$ cat config.mk
export PLATFORM = sky130hd
export DESIGN_NAME = etapa_fetch
export DESIGN_NICKNAME = d
export VERILOG_FILES = /design/src/rtl/etapa_fetch.sv
export SDC_FILE = /design/constraint.sdc
export NUM_CORES = 1
export LEC_CHECK = 0
export CORE_MARGIN = 2
export CORE_UTILIZATION = 40
export DETAILED_ROUTE_END_ITERATION = 8
export GPL_ROUTABILITY_DRIVEN = 1
export PLACE_DENSITY = 0.82
export SLEW_MARGIN = 20
export SYNTH_ARGS = -nofsm -noshare
export SYNTH_HDL_FRONTEND = slang
export SYNTH_SLANG_ARGS = --single-unit
$ cat constraint.sdc
create_clock -name clk -period 3.6 [get_ports clk]
set_input_delay 0.72 -clock clk [delete_from_list [all_inputs] [get_ports clk]]
set_output_delay 0.72 -clock clk [all_outputs]
set_load 0.02 [all_outputs]
$ cat src/rtl/etapa_fetch.sv
// Instruction-fetch stage: PC register, IF/ID pipeline register and a small
// START/RUN/HALT controller handling the post-reset start-up cycle and HALT words.
module etapa_fetch #(
  parameter int unsigned             PC_W      = 7,
  parameter int unsigned             INSTR_W   = 32,
  parameter int unsigned             RESET_PC  = 0,
  parameter logic [INSTR_W-1:0]      HALT_WORD = 32'hFFFF_FFFF
) (
  input  logic               clk,
  input  logic               rst,
  input  logic               stall,
  input  logic               branch_taken,
  input  logic [PC_W-1:0]    branch_target,
  output logic [PC_W-1:0]    pc,
  output logic               inc_en,
  input  logic [PC_W-1:0]    pc_inc,
  output logic [PC_W-1:0]    imem_addr,
  input  logic [INSTR_W-1:0] imem_data,
  output logic [INSTR_W-1:0] if_id_instr,
  output logic [PC_W-1:0]    if_id_pc,
  output logic               if_id_valid,
  output logic               halted
);

  typedef enum logic [1:0] {
    ST_START = 2'd0,
    ST_RUN   = 2'd1,
    ST_HALT  = 2'd2
  } state_t;

  state_t               state_q, state_d;
  logic [PC_W-1:0]      pc_q, pc_d;
  logic [INSTR_W-1:0]   if_id_instr_q, if_id_instr_d;
  logic [PC_W-1:0]      if_id_pc_q, if_id_pc_d;
  logic                 if_id_valid_q, if_id_valid_d;
  logic                 is_halt_word_s;

  assign is_halt_word_s = (imem_data == HALT_WORD);

  // State and datapath registers; reset discards everything in flight
  always_ff @(posedge clk or negedge rst) begin
    if (!rst) begin
      state_q       <= ST_START;
      pc_q          <= PC_W'(RESET_PC);
      if_id_instr_q <= {INSTR_W{1'b0}};
      if_id_pc_q    <= {PC_W{1'b0}};
      if_id_valid_q <= 1'b0;
    end else begin
      state_q       <= state_d;
      pc_q          <= pc_d;
      if_id_instr_q <= if_id_instr_d;
      if_id_pc_q    <= if_id_pc_d;
      if_id_valid_q <= if_id_valid_d;
    end
  end

  // Next-state logic: branch beats stall; only a branch leaves HALT
  always_comb begin
    state_d = state_q;
    case (state_q)
      ST_START: state_d = ST_RUN;
      ST_RUN: begin
        if (branch_taken) begin
          state_d = ST_RUN;
        end else if (stall) begin
          state_d = ST_RUN;
        end else if (is_halt_word_s) begin
          state_d = ST_HALT;
        end else begin
          state_d = ST_RUN;
        end
      end
      ST_HALT: begin
        if (branch_taken) begin
          state_d = ST_RUN;
        end else begin
          state_d = ST_HALT;
        end
      end
      default: state_d = ST_START;
    endcase
  end

  // PC and IF/ID next values; START holds everything while pc_inc settles
  always_comb begin
    pc_d          = pc_q;
    if_id_instr_d = if_id_instr_q;
    if_id_pc_d    = if_id_pc_q;
    if_id_valid_d = if_id_valid_q;
    case (state_q)
      ST_START: begin
        pc_d = pc_q;
      end
      ST_RUN: begin
        if (branch_taken) begin
          pc_d          = branch_target;
          if_id_valid_d = 1'b0;
        end else if (stall) begin
          pc_d = pc_q;
        end else begin
          // A HALT word is latched as valid but the PC parks on its address
          if (is_halt_word_s) begin
            pc_d = pc_q;
          end else begin
            pc_d = pc_inc;
          end
          if_id_instr_d = imem_data;
          if_id_pc_d    = pc_q;
          if_id_valid_d = 1'b1;
        end
      end
      ST_HALT: begin
        if (branch_taken) begin
          pc_d          = branch_target;
          if_id_valid_d = 1'b0;
        end else if (!stall) begin
          if_id_valid_d = 1'b0;
        end else begin
          pc_d = pc_q;
        end
      end
      default: begin
        pc_d          = PC_W'(RESET_PC);
        if_id_valid_d = 1'b0;
      end
    endcase
  end

  // Outputs decoded from the state register
  always_comb begin
    inc_en = 1'b1;
    halted = 1'b0;
    case (state_q)
      ST_START: begin
        inc_en = 1'b1;
        halted = 1'b0;
      end
      ST_RUN: begin
        inc_en = 1'b1;
        halted = 1'b0;
      end
      ST_HALT: begin
        inc_en = 1'b0;
        halted = 1'b1;
      end
      default: begin
        inc_en = 1'b0;
        halted = 1'b0;
      end
    endcase
  end

  assign pc          = pc_q;
  assign imem_addr   = pc_q;
  assign if_id_instr = if_id_instr_q;
  assign if_id_pc    = if_id_pc_q;
  assign if_id_valid = if_id_valid_q;

endmodule

==> results.cfg <==
[global_route]
grt-ovfl-total = 0
grt_pass1_vias = 1783
grt_max_degree = 50
antenna_found_initial = 0
grt_util_all_layers_pct = 17.9
grt_pass1_wl_um = 8860

[yosys]
yosysSeqAreaShare_pct = 54.3
avgSynthCellArea_um2 = 13.1
netlist_area_um2 = 2260
syn_inst = 172
synth-seq-cells = 49
ys_warn_count = 0
synthArstFlopShare_pct = 100
syn_nets = 226
synth.distinct_cells = 27
synth_ff_type = dfrtp_1
synth_edf_count = 0

[floorplan]
die_height_um = 79.1
die_width_um = 79.1
die-area_um2 = 6260
ioPinCount = 106
rows = 27
initial_core_util_pct = 41.3
core_area_um2 = 5470

[setup_path]
cp_data_required_time_ps = 2880
cp_top_family = buffers and inverters
start_kind = flip-flop
critPathMaxStageDelay_ps = 600
cp_slowest_cell = clkdlybuf4s50_1
worst-path-buf-inv = 2
end_kind = output port
crit_arrival_ps = 2020
cp_cell_sequence = inv_1 > ha_1 > or2_2 > clkdlybuf4s50_1
r2r_setup_slack_ps = 1280
r2r_end = if_id_instr[1]$_DFFE_PN0P_
timing.rr.start = state_q[1]$_DFF_PN0_
cp_max_fo = 13
rr_worst_depth = 6
path_class = flip-flop to output port

[routing]
drc = 0
drt_pass1_iterations = 4
wl_um = 5470
drtIter0Drc = 40
wl_per_cell_um = 15.8
via_per_inst = 5.08
ant_nets = 0
dr_total_vias = 1757

[layout]
final_cell_mix = clkdlybuf4s50_1, dfrtp_1, mux2_2
fill_cells = 453
multi_input_area_um2 = 908
layout.cells.non_filler = 346
design_area_um2 = 3450
area_growth_pct = 52.7
nets = 327
antenna_cells = 0
final_common_cell = clkdlybuf4s50_1
drive_gt1_share_pct = 22.6
ff_latch_area_um2 = 1230

[run]
max-cap-violations = 0

[timing]
slew_headroom_pct = 56.4
finalCriticalPeriod_ps = 2740
finalCritPeriodShare_pct = 76.0
worst_pin_slew_ps = 655
hold_violations = 0
fmax_mhz = 365
setup_viol_count_final = 0
finClkSkew_ps = 7.70
slew_viol_final = 0
rsz0062_at_grt = false
fin_ws_ps = 864
final.setup.tns_ps = 0

[place]
place_ws_ps = 898
place.gp.congestion = 0.755
port_buffers = 105
place_hpwl_um = 4070
dp_cells = 338
place_area_um2 = 3330

[cts]
cts-hold-fix-buffers = 0
htree_num_levels = 2
clk_pin_slew_ps = 80
cts-root-buf = clkbuf_8
insertion_delay_ps = 300
numCtsBuffers = 5
tritoncts = done
post_cts_buffers = 0
clock_sinks = 49
cts-resized-gates = 0
cts_buffer_depth = 2

[pwr]
ir_drop_uv = 199
switching_share_pct = 27.7
p_int_mw = 1.12
p_clk_share_pct = 25.8
p_sw_mw = 0.429
power_frac_seq_pct = 43.4
power.leakage_nw = 1.44
pwr-share-comb_pct = 30.8
pwr_density_cell_nw_per_um2 = 449

[status]
status = finished clean

[worst_hold_path]
min_path_type = input pin to async pin
[worst max-delay path by stage]
| stage | start | endpoint | slack (ps) | depth (start not counted) |
|---|---|---|---|---|
| 2_1_floorplan | imem_data[0] | imem_addr[0]$_DFFE_PN0P_ | 1640 | 4 |
| 3_3_place_gp | branch_taken | imem_addr[3]$_DFFE_PN0P_ | 950 | 6 |
| 5_1_grt | state_q[1]$_DFF_PN0_ | inc_en | 770 | 4 |
| 6_report | state_q[1]$_DFF_PN0_ | inc_en | 860 | 4 |
| 4_1_cts | state_q[1]$_DFF_PN0_ | inc_en | 850 | 4 |
| 3_5_place_dp | branch_taken | imem_addr[3]$_DFFE_PN0P_ | 900 | 6 |
[power groups by stage]
stage | Sequential, mW | Combinational [mW] | Clock [mW]
after floorplan | 0.776 | 0.128 | 0
after global placement | 0.681 | 0.473 | 0
after detailed placement | 0.683 | 0.480 | 0
after CTS | 0.673 | 0.482 | 0.413
after global routing | 0.683 | 0.504 | 0.440
final | 0.672 | 0.477 | 0.400
[routing by layer]
layer	share of wire [%]	track usage (%)	vias up
met1	42	22.7	867
li1	-	-	823
met5	0	0	-
met3	6.3	5.34	6
met4	1.5	5.52	0
met2	51	29.7	61
[state kept, by name, indices dropped and copies added (netlist names)]
| signal | count |
|---|---|
| imem_addr | 7 |
| state_q | 2 |
| if_id_pc | 7 |
| if_id_instr | 32 |
| if_id_valid | 1 |
[area by class of cell]
cell class                 instances  area share [%]
multi-input combinational         99            26.3
tap                               72            2.61
timing repair buffer             108            31.0
clock buffer                       7            2.50
clock inverter                     1           0.871
sequential                        49            35.5
inverter                          10            1.09
[cells in the mapped netlist, types with 2 or more instances]
master / instances / area, um^2
clkbuf_1: 2 / 7.51
dfrtp_1: 49 / 1230
inv_1: 10 / 37.5
buf_4: 8 / 60.1
or4_4: 2 / 22.5
mux2_2: 46 / 518
a22o_1: 7 / 61.3
nand3_1: 7 / 35.0
a211oi_1: 3 / 22.5
o22ai_1: 7 / 43.8
buf_2: 4 / 20.0
nand4_1: 8 / 50.1
nand2_1: 2 / 7.51
ha_1: 4 / 50.1
[cells by family after synthesis]
group                      Yosys count  share of synthesized area, %
buffers and inverters               24                          5.54
muxes                               46                          22.9
adders and majority gates            4                          2.22
AOI/OAI and AO/OA                   24                          7.87
DFF                                 49                          54.3
and+or+nand+nor                     25                          7.15
[through the flow]
stage                     utilization [%]  total power, mW  hold WS (ps)
after CTS                            63.0             1.57           514
after detailed placement             60.9             1.16           495
final                                63.0             1.55           424
after floorplan                         -            0.904           424
after global placement               60.9             1.15           491
after global routing                 63.0             1.63           464
(Power assumes the default switching activity.)
